$ cat config.mk
export PLATFORM = sky130hd
export DESIGN_NAME = ula_seq
export DESIGN_NICKNAME = d
export VERILOG_FILES = /design/src/rtl/ula_pkg.sv /design/src/rtl/ula_mul_seq.sv /design/src/rtl/ula_seq.sv
export SDC_FILE = /design/constraint.sdc
export NUM_CORES = 1
export LEC_CHECK = 0
export CAP_MARGIN = 20
export CORE_MARGIN = 2
export CORE_UTILIZATION = 48
export CTS_BUF_LIST = sky130_fd_sc_hd__clkbuf_8
export DETAILED_ROUTE_END_ITERATION = 10
export PLACE_DENSITY_LB_ADDON = 0.3
export SLEW_MARGIN = 25
export SYNTH_ARGS = -nofsm -noshare
export SYNTH_HDL_FRONTEND = slang
export SYNTH_HIERARCHICAL = 1
export SYNTH_SLANG_ARGS = --single-unit
export TNS_END_PERCENT = 100
$ cat constraint.sdc
create_clock -name Tclk -period 3.2 [get_ports Tclk]
set_input_delay 0.32 -clock Tclk [delete_from_list [all_inputs] [get_ports Tclk]]
set_output_delay 0.32 -clock Tclk [all_outputs]
set_load 0.05 [all_outputs]
$ cat src/rtl/ula_pkg.sv
// rtl/ula_pkg.sv - opcode and FSM state definitions shared by the ULA sequencer
// Contents: OP_ADD..OP_MUL opcode localparams, state_t FSM encoding.
package ula_pkg;

  localparam logic [2:0] OP_ADD = 3'b000;
  localparam logic [2:0] OP_SUB = 3'b001;
  localparam logic [2:0] OP_GT  = 3'b010;
  localparam logic [2:0] OP_LT  = 3'b011;
  localparam logic [2:0] OP_GE  = 3'b100;
  localparam logic [2:0] OP_LE  = 3'b101;
  localparam logic [2:0] OP_EQ  = 3'b110;
  localparam logic [2:0] OP_MUL = 3'b111;

  typedef enum logic [1:0] {
    ST_IDLE = 2'b00,
    ST_MUL  = 2'b01,
    ST_DONE = 2'b10
  } state_t;

endpackage

$ cat src/rtl/ula_mul_seq.sv
// rtl/ula_mul_seq.sv - N-iteration shift-add multiplier with start/busy/done
// Ports:
//   clk, rst (sync active-high), en (0 freezes all state)
//   start   : latch a/b and begin; ignored unless en
//   a, b    : N-bit operands (two's complement when SIGNED=1)
//   busy    : iterations in progress
//   done    : final iteration happens on this edge; product is valid now
//   product : 2N-bit result of the final iteration (combinational)
module ula_mul_seq #(
  parameter int N      = 8,
  parameter bit SIGNED = 1'b0
) (
  input  logic           clk,
  input  logic           rst,
  input  logic           en,
  input  logic           start,
  input  logic [N-1:0]   a,
  input  logic [N-1:0]   b,
  output logic           busy,
  output logic           done,
  output logic [2*N-1:0] product
);

  localparam int CW = $clog2(N);
  localparam logic [CW-1:0] CNT_LAST = CW'(N - 1);

  logic [CW-1:0]  cnt;
  logic [2*N-1:0] acc;
  logic [2*N-1:0] mcand;
  logic [2*N-1:0] acc_nxt;
  logic [N-1:0]   mplier;
  logic           neg;
  logic           a_neg;
  logic           b_neg;
  logic [N-1:0]   a_mag;
  logic [N-1:0]   b_mag;

  // Magnitudes are N-bit unsigned, so the most negative value maps to 2^(N-1)
  // without overflow.
  always_comb begin
    a_neg   = SIGNED && a[N-1];
    b_neg   = SIGNED && b[N-1];
    a_mag   = a_neg ? (~a + 1'b1) : a;
    b_mag   = b_neg ? (~b + 1'b1) : b;
    acc_nxt = acc + (mplier[0] ? mcand : '0);
    done    = busy && (cnt == CNT_LAST);
    product = neg ? (~acc_nxt + 1'b1) : acc_nxt;
  end

  always_ff @(posedge clk) begin
    if (rst) begin
      busy   <= 1'b0;
      cnt    <= '0;
      acc    <= '0;
      mcand  <= '0;
      mplier <= '0;
      neg    <= 1'b0;
    end else if (en) begin
      if (start) begin
        busy   <= 1'b1;
        cnt    <= '0;
        acc    <= '0;
        mcand  <= {{N{1'b0}}, a_mag};
        mplier <= b_mag;
        neg    <= a_neg ^ b_neg;
      end else if (busy) begin
        acc    <= acc_nxt;
        mcand  <= {mcand[2*N-2:0], 1'b0};
        mplier <= {1'b0, mplier[N-1:1]};
        if (done) begin
          busy <= 1'b0;
          cnt  <= '0;
        end else begin
          cnt <= cnt + 1'b1;
        end
      end
    end
  end

endmodule

$ cat src/rtl/ula_seq.sv
// rtl/ula_seq.sv - handshaked N-bit ULA with registered results and sequential multiply
// Ports:
//   Tclk, Tclr (sync active-high, priority over en), en (0 stalls everything)
//   A_in, B_in, selec, in_valid / in_ready : request side, sampled on accept
//   S (N+1), Smulti (2N), zero, out_valid / out_ready : result side
module ula_seq
  import ula_pkg::*;
#(
  parameter int N      = 8,
  parameter bit SIGNED = 1'b0
) (
  input  logic           Tclk,
  input  logic           Tclr,
  input  logic           en,
  input  logic [N-1:0]   A_in,
  input  logic [N-1:0]   B_in,
  input  logic [2:0]     selec,
  input  logic           in_valid,
  output logic           in_ready,
  output logic [N:0]     S,
  output logic [2*N-1:0] Smulti,
  output logic           zero,
  output logic           out_valid,
  input  logic           out_ready
);

  state_t         state;
  logic           accept;
  logic           mul_start;
  logic           mul_busy;
  logic           mul_done;
  logic [2*N-1:0] mul_product;
  logic [N:0]     alu_s;
  logic           gt;
  logic           lt;
  logic           eq;

  assign in_ready  = (state == ST_IDLE) && !mul_busy && en && !Tclr;
  assign accept    = in_valid && in_ready;
  assign mul_start = accept && (selec == OP_MUL);

  // Single-cycle ops are computed straight from the inputs so the result
  // lands in the output registers on the accepting edge.
  always_comb begin
    if (SIGNED) begin
      gt = $signed(A_in) > $signed(B_in);
      lt = $signed(A_in) < $signed(B_in);
    end else begin
      gt = A_in > B_in;
      lt = A_in < B_in;
    end
    eq = (A_in == B_in);
    case (selec)
      OP_ADD:  alu_s = {1'b0, A_in} + {1'b0, B_in};
      OP_SUB:  alu_s = {1'b0, A_in} - {1'b0, B_in};
      OP_GT:   alu_s = {{N{1'b0}}, gt};
      OP_LT:   alu_s = {{N{1'b0}}, lt};
      OP_GE:   alu_s = {{N{1'b0}}, !lt};
      OP_LE:   alu_s = {{N{1'b0}}, !gt};
      OP_EQ:   alu_s = {{N{1'b0}}, eq};
      default: alu_s = '0;
    endcase
  end

  ula_mul_seq #(
    .N      (N),
    .SIGNED (SIGNED)
  ) u_mul (
    .clk     (Tclk),
    .rst     (Tclr),
    .en      (en),
    .start   (mul_start),
    .a       (A_in),
    .b       (B_in),
    .busy    (mul_busy),
    .done    (mul_done),
    .product (mul_product)
  );

  always_ff @(posedge Tclk) begin
    if (Tclr) begin
      state     <= ST_IDLE;
      S         <= '0;
      Smulti    <= '0;
      zero      <= 1'b0;
      out_valid <= 1'b0;
    end else if (en) begin
      case (state)
        ST_IDLE: begin
          if (accept) begin
            if (selec == OP_MUL) begin
              state <= ST_MUL;
            end else begin
              S         <= alu_s;
              Smulti    <= '0;
              zero      <= (alu_s == '0);
              out_valid <= 1'b1;
              state     <= ST_DONE;
            end
          end
        end
        ST_MUL: begin
          if (mul_done) begin
            S         <= '0;
            Smulti    <= mul_product;
            zero      <= (mul_product == '0);
            out_valid <= 1'b1;
            state     <= ST_DONE;
          end
        end
        ST_DONE: begin
          // Outputs keep their values after the handshake; only out_valid drops.
          if (out_ready) begin
            out_valid <= 1'b0;
            state     <= ST_IDLE;
          end
        end
        default: state <= ST_IDLE;
      endcase
    end
  end

endmodule

==> impl_metrics.py <==
metrics = {
    "clocking": {
        "cts.root.buffer_cell": "sky130_fd_sc_hd__clkbuf_8",
        "insertion_delay_ns": 0.35,
        "ctsHtreeMaxLevel": 3,
        "ctsHoldBuffers": 0,
        "numCtsBuffers": 9,
        "tritoncts": "built",
        "cts_sinks": 73,
        "cts.reportedPaths.clkPinSlew_ns": 0.08,
        "clock_path_buffers": 2,
    },
    "cells_and_area": {
        "layout-area-overhead-vs-synth_pct": 19.4,
        "layout.core_utilization": 0.586,
        "n_fill_cell": 795,
        "final_cells": 692,
        "final_layout_size_suffix_gt1_frac": 0.0912,
        "antennaDiodeCount": 0,
        "nNetsFinal": 636,
        "final_design_area_excluding_fillers_um2": 5370,
    },
    "worst_setup_path": {
        "path_delay_family": "compound AO/OA/AOI/OAI gates",
        "crit_required_ns": 3.46,
        "critPathKind": "reg2reg",
        "crit-reg2reg-launch": "u_mul/mcand[0]",
        "crit_arrival_ns": 3.26,
        "worstPathMaxFanout": 4,
        "r2r_cells": 13,
        "critical_path.cell_chain": "and2_1, ha_1, fa_1, a21o_1, a221oi_4, o21ai_2, a31oi_1, xnor2_1, nor4_1, nand3_1, nor3_1, a31oi_1, o31ai_2",
        "worst_path_most_repeated_cell": "sky130_fd_sc_hd__a31oi_1",
        "endpoint_kind_of_the_worst_setup_timing_path": "register",
        "worst-path-stages": 13,
        "worstReg2RegEnd": "zero",
        "setup.worst_path.end": "zero",
        "timing.critical_path.slowest_stage_cell": "sky130_fd_sc_hd__fa_1",
        "worst-path-buf-inv": 0,
        "critical_path.startpoint": "u_mul/mcand[0]",
        "critical-path-max-stage-delay_ns": 0.41,
        "worstSetupStartpointType": "register",
        "ff2ff_setup_slack_ns": 0.20,
    },
    "global_route": {
        "grt_start_max_net_pins": 39,
        "via_count_of_the_first_global_routing_pass": 3914,
        "globalRoute.busiestLayer": "met2",
        "grtUsageTotal": 0.236,
        "grt_antenna_before_repair": 0,
        "overflow": 0,
        "grt.met2_usage": 0.368,
        "global_route_met3_usage": 0.0485,
        "grt_first_pass_wirelength_um": 18900,
        "grtUsageMet1": 0.311,
    },
    "timing": {
        "fmax_mhz": 333,
        "timing.final.max_slew_violations": 0,
        "fin_crit_sh": 0.937,
        "worst_slew_pin_slew_ns": 0.961,
        "period_needed_ns": 3.00,
        "hold_violations": 0,
        "slew-limit-headroom": 0.356,
        "skew_ns": 0.00842,
        "setup-tns-final_ns": 0,
        "grt_setup_unrepaired": "false",
        "number_of_setup_violations_in_the_final_report": 0,
    },
    "logic_synthesis": {
        "synth_area_leaders": "sky130_fd_sc_hd__dfxtp_1, sky130_fd_sc_hd__ha_1, sky130_fd_sc_hd__nor2_1",
        "yosys.cell_count.top_type": "sky130_fd_sc_hd__nor2_1",
        "synth_cell_area_um2": 4490,
        "post_syn_nets": 586,
        "ys_dominant_reg_cell": "sky130_fd_sc_hd__dfxtp_1",
        "synth_area_leader_cell": "sky130_fd_sc_hd__dfxtp_1",
        "ys_top_cells_by_count": "sky130_fd_sc_hd__nor2_1, sky130_fd_sc_hd__dfxtp_1, sky130_fd_sc_hd__a22oi_1",
        "warning_count_from_the_yosys_run": 6,
        "asyncSetResetFlopFracSynth": 0,
        "synth.top_cell.area_share": 0.325,
        "ys_seq_area_frac": 0.325,
        "yosys.cell_types.count": 61,
        "total_of_flip_flops_plus_latches_after_synthesis": 73,
        "synthesis.instances": 526,
        "synth-edff-count": 0,
        "synth.avg_cell_area_um2": 8.54,
    },
    "floorplanning": {
        "start_util": 0.491,
        "die-width_um": 101,
        "die_footprint_um2": 10200,
        "pin_count": 52,
        "core_um2": 9150,
        "std_cell_rows": 35,
        "chip_height_um": 101,
    },
    "placed_design": {
        "numPlacedInstances": 675,
        "finalWeightedCongestion": 0.872,
        "placed_cell_area_um2": 5130,
        "place.port_buffers": 51,
        "dp.final_hpwl_um": 8900,
    },
    "hold_path": {
        "hold_path_class": "reg2reg",
        "timing.hold.worst.start": "S[0]",
    },
    "flow_run": {
        "cap_viol_max_count": 0,
    },
    "power_and_ir_drop": {
        "finalPower_uw": 1990,
        "max-vdd-ir-drop_mv": 0.283,
        "power.density_cell_area_nw_per_um2": 370,
        "total_leakage_power_uw": 0.00213,
    },
    "route": {
        "via_per_inst": 6.05,
        "drtAntennaViolNets": 0,
        "detail_route.wl_per_cell_um": 16.9,
        "drt-total-wl_um": 11700,
        "dr.first_iter.drc_count": 231,
        "drt-pass1-iter-count": 5,
        "post-route-drc-count": 0,
        "route.vias.total": 4187,
    },
    "run_status": {
        "status": "completed",
    },
}
power breakdown:
part / internal [uW] / switching (uW)
combinational: 121 / 173
clock: 391 / 378
sequential: 915 / 9.41
total: 1430 / 560
per-stage QoR:
stage / hold WS, ns / setup slack (ns)
after global routing: 0.476 / 0.0142
after floorplan: 0.453 / 0.325
after global placement: 0.443 / 0.205
after CTS: 0.444 / 0.130
after detailed placement: 0.448 / 0.144
final: 0.454 / 0.201
cell type report:
cell class	instances	area (um^2)	share of cell area
Clock buffer	10	138	0.0256
Clock inverter	6	72.6	0.0135
Inverter	20	75.1	0.0140
Multi-Input combinational cell	404	2850	0.531
Sequential cell	73	1460	0.272
Tap cell	111	139	0.0259
Timing Repair Buffer	68	633	0.118
flip-flops by register name, summed over array words and instances, names as in the netlist:
signal,cells
S,9
Smulti,16
out_valid,1
state,2
u_mul/acc,16
u_mul/busy,1
u_mul/cnt,3
u_mul/mcand,16
u_mul/mplier,8
zero,1
cells in the final DEF, fill, tap and decap left out, types with 7 or more instances in the layout:
| master | count |
|---|---|
| sky130_fd_sc_hd__a22o_1 | 10 |
| sky130_fd_sc_hd__nor3_1 | 7 |
| sky130_fd_sc_hd__a21oi_1 | 23 |
| sky130_fd_sc_hd__o21a_1 | 8 |
| sky130_fd_sc_hd__ha_1 | 33 |
| sky130_fd_sc_hd__and2_1 | 17 |
| sky130_fd_sc_hd__clkbuf_8 | 10 |
| sky130_fd_sc_hd__a22oi_1 | 34 |
| sky130_fd_sc_hd__xor2_1 | 8 |
| sky130_fd_sc_hd__nand2_1 | 22 |
| sky130_fd_sc_hd__nor2_1 | 81 |
| sky130_fd_sc_hd__a21o_1 | 8 |
| sky130_fd_sc_hd__o211ai_1 | 7 |
| sky130_fd_sc_hd__xnor2_1 | 8 |
| sky130_fd_sc_hd__inv_1 | 19 |
| sky130_fd_sc_hd__buf_4 | 17 |
| sky130_fd_sc_hd__nand3_1 | 7 |
| sky130_fd_sc_hd__o21ai_0 | 17 |
| sky130_fd_sc_hd__a211oi_1 | 16 |
| sky130_fd_sc_hd__dfxtp_1 | 73 |
| sky130_fd_sc_hd__mux2i_1 | 15 |
| sky130_fd_sc_hd__clkdlybuf4s50_1 | 50 |
worst min-delay path, stage by stage, from the launching register on:
cell	delay, ns
sky130_fd_sc_hd__dfxtp_1	0.32
sky130_fd_sc_hd__nand2_1	0.05
sky130_fd_sc_hd__a21oi_1	0.05
timing repair:
action / in CTS / in global routing
setup endpoints to repair: 0 / 1
gates resized for setup: 0 / 1
buffers inserted: 0 / 1
per-layer routing:
| layer | routed length [um] | part of all wire | vias to the layer above |
|---|---|---|---|
| met5 | 0 | 0 | - |
| met2 | 5430 | 0.46 | 129 |
| li1 | - | - | 2031 |
| met4 | 399 | 0.034 | 0 |
| met3 | 632 | 0.054 | 29 |
| met1 | 5220 | 0.45 | 1998 |
worst min path at each step:
stage,to,slack [ns],cells past startpoint
floorplan,u_mul/mplier[7],0.45,2
global placement,S[0],0.44,2
detailed placement,S[0],0.45,2
CTS,Smulti[10],0.44,2
global route,Smulti[5],0.48,2
finish,S[0],0.45,2
cell families after synthesis:
family | after synthesis | synth area share
and+or+nand+nor | 168 | 0.176
AOI/OAI and AO/OA | 166 | 0.273
DFF | 73 | 0.325
buffers and inverters | 49 | 0.0465
adders and majority gates | 36 | 0.105
xor gates and xnor gates | 17 | 0.0348
muxes | 17 | 0.0393
Power figures use the tool's default switching activity.
